===== src/rtl/fetch_unit.sv =====
// Instruction-fetch stage: owns the PC, fetches over a req/gnt/rvalid handshake,
// holds the instruction for decode and advances the PC on retire.
module fetch_unit #(
    parameter logic [31:0] RESET_PC = 32'h0000_0000
) (
    input  logic               clk,
    input  logic               rstn,
    output logic               imem_req,
    output logic [31:0]        imem_addr,
    input  logic               imem_gnt,
    input  logic               imem_rvalid,
    input  logic [31:0]        imem_rdata,
    output logic               inst_valid,
    output logic [31:0]        inst,
    output logic [31:0]        pc,
    input  logic               retire,
    input  logic [2:0]         npc_op,
    input  logic signed [31:0] imm,
    input  logic [31:0]        alu_result,
    output logic [31:0]        instret,
    output logic               fetch_fault
);

    typedef enum logic [1:0] {
        S_REQ   = 2'd0,
        S_WAIT  = 2'd1,
        S_VALID = 2'd2,
        S_HALT  = 2'd3
    } state_e;

    localparam logic [2:0] OP_PLUS4  = 3'b000;
    localparam logic [2:0] OP_BRANCH = 3'b001;
    localparam logic [2:0] OP_JUMP   = 3'b010;
    localparam logic [2:0] OP_JALR   = 3'b100;

    state_e      state_q, state_d;
    logic [31:0] pc_q, pc_d;
    logic [31:0] inst_q, inst_d;
    logic [31:0] instret_q, instret_d;
    logic        fault_q, fault_d;
    logic [31:0] next_pc;

    // Unknown opcodes fall through to sequential flow.
    always_comb begin
        next_pc = pc_q + 32'd4;
        case (npc_op)
            OP_PLUS4:  next_pc = pc_q + 32'd4;
            OP_BRANCH: next_pc = pc_q + $unsigned(imm);
            OP_JUMP:   next_pc = pc_q + $unsigned(imm);
            OP_JALR:   next_pc = alu_result & ~32'h1;
            default:   next_pc = pc_q + 32'd4;
        endcase
    end

    always_comb begin
        state_d   = state_q;
        pc_d      = pc_q;
        inst_d    = inst_q;
        instret_d = instret_q;
        fault_d   = fault_q;
        case (state_q)
            S_REQ: begin
                if (imem_gnt) begin
                    if (imem_rvalid) begin
                        inst_d  = imem_rdata;
                        state_d = S_VALID;
                    end else begin
                        state_d = S_WAIT;
                    end
                end
            end
            S_WAIT: begin
                if (imem_rvalid) begin
                    inst_d  = imem_rdata;
                    state_d = S_VALID;
                end
            end
            S_VALID: begin
                if (retire) begin
                    pc_d      = next_pc;
                    instret_d = instret_q + 32'd1;
                    // A misaligned target still retires, then parks the stage.
                    if (next_pc[1:0] != 2'b00) begin
                        fault_d = 1'b1;
                        state_d = S_HALT;
                    end else begin
                        state_d = S_REQ;
                    end
                end
            end
            S_HALT: begin
                state_d = S_HALT;
            end
            default: begin
                state_d = S_REQ;
            end
        endcase
    end

    always_ff @(posedge clk or negedge rstn) begin
        if (!rstn) begin
            state_q   <= S_REQ;
            pc_q      <= RESET_PC;
            inst_q    <= 32'd0;
            instret_q <= 32'd0;
            fault_q   <= 1'b0;
        end else begin
            state_q   <= state_d;
            pc_q      <= pc_d;
            inst_q    <= inst_d;
            instret_q <= instret_d;
            fault_q   <= fault_d;
        end
    end

    // Request is gated by reset so nothing is issued while rstn is held low.
    assign imem_req    = rstn && (state_q == S_REQ);
    assign imem_addr   = pc_q;
    assign inst_valid  = (state_q == S_VALID);
    assign inst        = inst_q;
    assign pc          = pc_q;
    assign instret     = instret_q;
    assign fetch_fault = fault_q;

endmodule


===== config.mk =====
export PLATFORM = sky130hd
export DESIGN_NAME = fetch_unit
export DESIGN_NICKNAME = d
export VERILOG_FILES = /design/src/rtl/fetch_unit.sv
export SDC_FILE = /design/constraint.sdc
export NUM_CORES = 1
export LEC_CHECK = 0
export ABC_AREA = 0
export BUFFER_PORTS_ARGS = -buffer_cell sky130_fd_sc_hd__clkbuf_2
export CORE_UTILIZATION = 51
export DETAILED_ROUTE_END_ITERATION = 16
export PLACE_DENSITY = 0.79
export SETUP_SLACK_MARGIN = 0.5
export SLEW_MARGIN = 10
export SYNTH_ARGS = -nofsm -noshare
export SYNTH_HDL_FRONTEND = slang
export SYNTH_SLANG_ARGS = --single-unit

===== constraint.sdc =====
create_clock -name clk -period 3.4 [get_ports clk]
set_clock_uncertainty 0.2 [all_clocks]
set_input_delay 0.34 -clock clk [delete_from_list [all_inputs] [get_ports clk]]
set_output_delay 0.34 -clock clk [all_outputs]
set_load 0.02 [all_outputs]

==> metrics.txt, run 1 <==
relative slew slack 42.9%; area of the mapped netlist between 6000 and 7000 sq um; n_diodes 0; Finished Layout Cells roughly 1100; EDFF count, synth 0; CTS tree yes; GP Congestion ~0.95; Worst path slowest cell a221oi_2; Num CTS Buffers 9; kind of critical path reg -> reg; Net Sw Power 3.54 mW; vias in the first global route about 6000; final setup margin a little under 500 ps; global-route wire length before repair ~32 mm; maximum clock frequency roughly 340 MHz; CP Max Fanout 5; Nets 1107; # port buffers roughly 230; area grow syn2layout 26.9%; post-synthesis async set-or-reset flop share 100%; Post-DP HPWL 15.1 mm; Syn. warnings 0; Iteration-0 DRC Markers 622; slew at the pin closest to its max-slew limit between 800 and 900 ps; Net Sw Frac a little under half; die span in y between 100 and 150 microns; Mapped Cells 754; combinational power share between 50% and 60%; Mean Syn Cell Area roughly 9 sq um; WP buf/inv 0; die area between 10000 and 15000 sq um; Worst Setup Start Kind flop; filler cell count about 1000; critical path required time 3420 ps; Final Hold Viols 0; Design Area, Final ~8600 sq um; initial antenna violation count 1; period utilization between 80% and 90%; Hold Crit Class in -> reg; Post-Place Worst Slack around 320 ps; initial core utilization 53.1%; post-route ant nets 0; first-pass iteration count of the detailed router 5; Total GRT Usage between 20 and 30%; overall power ~7.4 mW; WP data arrival between 2000 and 3000 ps; outcome finished clean; H-Tree Depth 3; Reg power frac roughly 28%; Die Wd about 120 microns; vias per std cell around 5.9; RSZ-0062 raised after global routing true; Clock Sinks 99; Inst Count DP around 1100; drt total wl 20.9 mm; Leakage approximately 4.1 nW; Int Pwr 3.84 mW; Clock Power Share between 10% and 20%; WL/cell between 15 and 20 microns; DRC errors left 0; most frequent cells in the layout clkbuf_2 (232), dfrtp_1 (90), nand2_1 (74); Clock Tree Buf Depth 2; ratio of cells with drive above 1 in the final layout a little under two fifths; worst skew pair latency between 300 and 400 ps; io pins between 200 and 250; core region area about 13000 sq um; num rows 41; crit end category flop; crit-path cells ha_4 > fa_2 > a21o_1 > a22oi_2 > a221oi_4 > nand3_1 > o211ai_1 > a221oi_2 > xor2_1 > o221ai_1; clk slew on worst S/H paths approximately 80 ps; syn nets just under 900; grt ovf 0; Multi-input gate area 4130 sq um; worst vdd ir ~0.44 mV; Synth Flop Type dfrtp_1; max cap viols 0; PD cells 858 nW/um^2; most common cell after layout, fill and taps aside clkbuf_2; Seq/Total Area, Yosys between 30% and 40%; clock root buffer clkbuf_16; Sum Neg Setup Slack 0 ps; crit-path max cell delay between 400 and 500 ps; # setup viols final 0; crit path time final 2910 ps; Slew Viols, Final 0; synth unique cells 65; Post-Place Cell Area a little under 8000 sq um; largest net degree at the start of global routing 68; Seq cells post-synth around 100; routed via count about 6800; delay-heaviest family, CP compound AO/OA/AOI/OAI gates; storage element area 2490 sq um
-- flip-flops by register name, indices dropped and copies added, names as in the netlist --
signal,cells
imem_addr,32
inst,32
instret,32
state_q,2
fetch_fault,1
-- final cells by class --
cell class / instances / share of cell area, %
repair buffers: 270 / 16.8
inverters: 9 / 0.393
well taps: 172 / 2.50
clock buffers: 9 / 2.62
clock inverters: 7 / 0.727
multi-input cells: 580 / 48.0
flip-flops and latches: 99 / 28.9
-- cells in the mapped netlist (all sizes together) (8+ instances only) --
| cell type | instances | share of area (%) |
|---|---|---|
| a21o | 15 | 1.7 |
| a21oi | 44 | 3.3 |
| a221oi | 16 | 2.3 |
| a31oi | 10 | 1.0 |
| and3 | 18 | 1.7 |
| buf | 36 | 3.8 |
| clkbuf | 30 | 1.7 |
| dfrtp | 99 | 37 |
| ha | 33 | 6.1 |
| inv | 9 | 0.50 |
| mux2 | 32 | 5.3 |
| nand2 | 74 | 4.1 |
| nand3 | 35 | 2.6 |
| nand4 | 15 | 1.4 |
| nor2 | 58 | 3.2 |
| nor2b | 9 | 0.83 |
| nor3 | 19 | 1.4 |
| o21ai | 49 | 3.6 |
| o221ai | 8 | 1.1 |
| xnor2 | 45 | 5.8 |
| xor2 | 24 | 3.1 |
-- power groups by stage --
stage	clock [mW]	sequential, mW	combinational (mW)
2_1_floorplan	0	2.45	2.44
3_3_place_gp	0	2.03	3.87
3_5_place_dp	0	2.06	3.92
4_1_cts	1.03	2.03	4.04
5_1_grt	1.07	2.11	4.62
6_report	1.02	2.05	4.32
-- final timing paths --
path	slack (ps)	start	cells past startpoint	endpoint
max	490	imem_addr[0]	10	imem_addr[24]
min	10	imem_rdata[15]	2	inst[15]
max reg2reg	490	imem_addr[0]	10	imem_addr[24]
min reg2reg	260	fetch_fault	1	fetch_fault
max in group asynchronous	1450	rstn	3	imem_addr[1]
min in group asynchronous	280	rstn	2	imem_addr[7]
-- routing by layer --
metal	share of wire [%]	GRT usage [%]
met1	42	39.6
met2	48	47.7
met3	7.5	3.16
met4	2.7	11.6
met5	0.043	0
-- logic make-up (layout without fill, tap and decap cells) --
logic type	after synthesis	count (layout)	share of synthesized area, %
AO/OA/AOI/OAI	188	188	18.4
XOR/XNOR	69	69	8.91
adder cells (fa/ha/maj)	34	34	6.39
buffers and inverters	75	295	6.00
flip-flops	99	99	36.5
multiplexers	33	33	5.46
AND/OR/NAND/NOR	256	256	18.3
-- stage by stage --
stage          hold WS, ps  util [%]
3_3_place_gp           125      62.3
3_5_place_dp           128      62.3
5_1_grt               16.3      67.4
4_1_cts               4.71      65.4
6_report              12.1      67.4
2_1_floorplan         -156         -
-- repair_timing --
item,4_1_cts,5_1_grt
endpoints found under the hold margin,32,0
endpoints found under the setup margin,10,13
pin swaps,1,15
gates resized for setup,12,37
hold buffers,1,0
buffers inserted,5,11
Note: power is estimated with default switching activity, not from simulation.
==> inputs of run 2 (changes only) <==
--- a/config.mk
+++ b/config.mk
@@ -7,6 +7,7 @@
 export LEC_CHECK = 0
 export ABC_AREA = 0
 export BUFFER_PORTS_ARGS = -buffer_cell sky130_fd_sc_hd__clkbuf_2
+export CORE_ASPECT_RATIO = 0.75
 export CORE_UTILIZATION = 51
 export DETAILED_ROUTE_END_ITERATION = 16
 export PLACE_DENSITY = 0.79
==> run 2 against run 1 <==
Net effect:
- sequential share of layout area decreased by 0.12 points
- die area about the same
- flip-flop and latch count unchanged
- clock power about the same
- core utilization decreased by 0.78 points
- global-route usage decreased by 0.93 points
- setup slack improved by 41 ps
- non-clock buffer count decreased by 1
- critical path depth decreased by 2
- first-iteration DRC count decreased by 1.8%
- critical endpoint is now imem_addr[31]
- largest cell class unchanged
==> metrics.txt, run 2 (synthesis results as in run 1) <==
register-to-register setup slack 530 ps (+40 ps); DRC errors left 0 (unchanged); hold path cells 2 (unchanged); Iteration-0 DRC Markers 611 (-1.8%); Design Area, Final 8640 sq um (+0.38%); GP Congestion 0.943 (-0.25%); Num CTS Buffers 9 (unchanged); clk slew on worst S/H paths 80 ps (about the same); first-pass iteration count of the detailed router 5 (unchanged); worst r2r path cells 8 (-2); Post-DP HPWL 14.4 mm (-4.5%); Post-Place Worst Slack 302 ps (-18.0 ps); crit end category flop; Leakage 4.09 nW (+0.41%); WP data arrival 2940 ps (+20 ps); worst skew pair latency 350 ps (about the same); Clock Sinks 99 (unchanged); vias in the first global route 5982 (-2.6%); Sum Neg Setup Slack 0 ps (unchanged); clock root buffer clkbuf_16; ratio of cells with drive above 1 in the final layout 37.2% (-0.27 points); die span in y 102 microns (-13%); max cap viols 0 (unchanged); Nets 1106 (-0.090%); WHS Endpoint inst[0]; crit path time final 2870 ps (-40.8 ps); Final Hold Viols 0 (unchanged); relative slew slack 41.1% (-1.8 points); Die Wd 135 microns (+15%); io pins 235 (unchanged); maximum clock frequency 349 MHz (+1.4%); worst vdd ir 0.490 mV (+11%); Inst Count DP 1112 (-0.090%); RR Endpoint imem_addr[31]; most frequent cells in the layout clkbuf_2 (232), dfrtp_1 (91), nand2_1 (74); num rows 36 (-12%); # port buffers 233 (unchanged); Finished Layout Cells 1144 (-0.17%); area grow syn2layout 27.4%; die area 13800 sq um (about the same); Clock Power Share 13.9% (about the same); Reg power frac 27.6% (-0.2 points); H-Tree Depth 3 (unchanged); Total GRT Usage 28.3% (-0.93 points); Int Pwr 3.86 mW (+0.49%); period utilization 84.3% (-1.2 points); kind of critical path reg -> reg; post-route ant nets 0 (unchanged); CP Max Fanout 7 (+2); initial antenna violation count 0 (-1); vias per std cell 5.90 (-0.58%); Post-Place Cell Area 7970 sq um (+0.14%); critical path required time 3470 ps (+50 ps); global-route wire length before repair 30.5 mm (-4.4%); RSZ-0062 raised after global routing true; Slew Viols, Final 0 (unchanged); Worst Setup Start Kind flop; Net Sw Frac 47.7% (-0.22 points); n_diodes 0 (unchanged); CTS tree yes; most common cell after layout, fill and taps aside clkbuf_2; Hold Crit Class in -> reg; initial core utilization 52.3% (-0.81 points); core region area 13000 sq um (+1.6%); routed via count 6751 (-0.75%); PD cells 855 nW/um^2 (-0.30%); Worst R2R Start imem_addr[12]; hold path start imem_rdata[0]; drt total wl 20.1 mm (-4.0%); combinational power share 58.5% (about the same); outcome finished clean; slew at the pin closest to its max-slew limit 883 ps (+26.5 ps); final setup margin 534 ps (+40.8 ps); WL/cell 17.5 microns (-3.8%); largest net degree at the start of global routing 71 (+4.4%); Net Sw Power 3.53 mW (-0.38%); grt ovf 0 (unchanged); Clock Tree Buf Depth 2 (unchanged); # setup viols final 0 (unchanged)
## run 2: how the worst max path moves through the flow
stage,startpoint,to,slack [ps],cells after the start
after floorplan,imem_addr[0],imem_addr[18],550,10
after detailed placement,imem_addr[15],imem_addr[29],300,9
final,imem_addr[12],imem_addr[31],530,8
after CTS,imem_addr[0],imem_addr[18],490,10
after global placement,imem_addr[1],imem_addr[29],320,9
after global routing,imem_addr[12],imem_addr[31],410,8
## run 2: critical path, stage by stage, from the launching register on
cell and delay [ps]:
dfrtp_1 400, ha_2 370, a21oi_4 180, o21ai_0 160, a221o_1 350, a221o_2 460
a21o_1 210, o311a_1 310, o221ai_2 150
## run 2: timing repair
item / in CTS / in global routing
setup endpoints to repair: 10 / 12
gates resized for setup: 21 / 29
hold buffers: 1 / 0
pin swaps: 3 / 19
setup buffers: 7 / 8
endpoints found under the hold margin: 29 / 0
## run 2: cell type report
cell class                 instances  area [sq um]
clock buffer                       9           225
clock inverter                     7          70.1
fill                            1067          4330
inverter                           9          33.8
multi-input combinational        580          4150
sequential                        99          2490
tap                              171           214
timing repair buffer             269          1450
## run 2: metrics by stage
step	util (%)	hold slack [ps]	total power, mW
after floorplan	-	-156	4.89
after global placement	61.4	102	5.86
final	66.6	17.3	7.39
after CTS	64.9	10.8	7.14
after detailed placement	61.4	105	5.94
after global routing	66.6	5.76	7.88
## run 2: power by group through the flow
stage          clock network (mW)  logic, mW  registers, mW
6_report                     1.03       4.32           2.04
3_3_place_gp                    0       3.85           2.02
5_1_grt                      1.09       4.67           2.11
4_1_cts                      1.04       4.09           2.01
3_5_place_dp                    0       3.90           2.04
2_1_floorplan                   0       2.44           2.45
## run 2: per-layer routing
layer | vias to the layer above | track usage (%) | part of all wire, %
met5 | - | 0 | 0
met4 | 0 | 6.74 | 1.3
met3 | 25 | 6.30 | 7.8
met2 | 312 | 43.2 | 46
met1 | 3258 | 40.7 | 45
li1 | 3156 | - | -
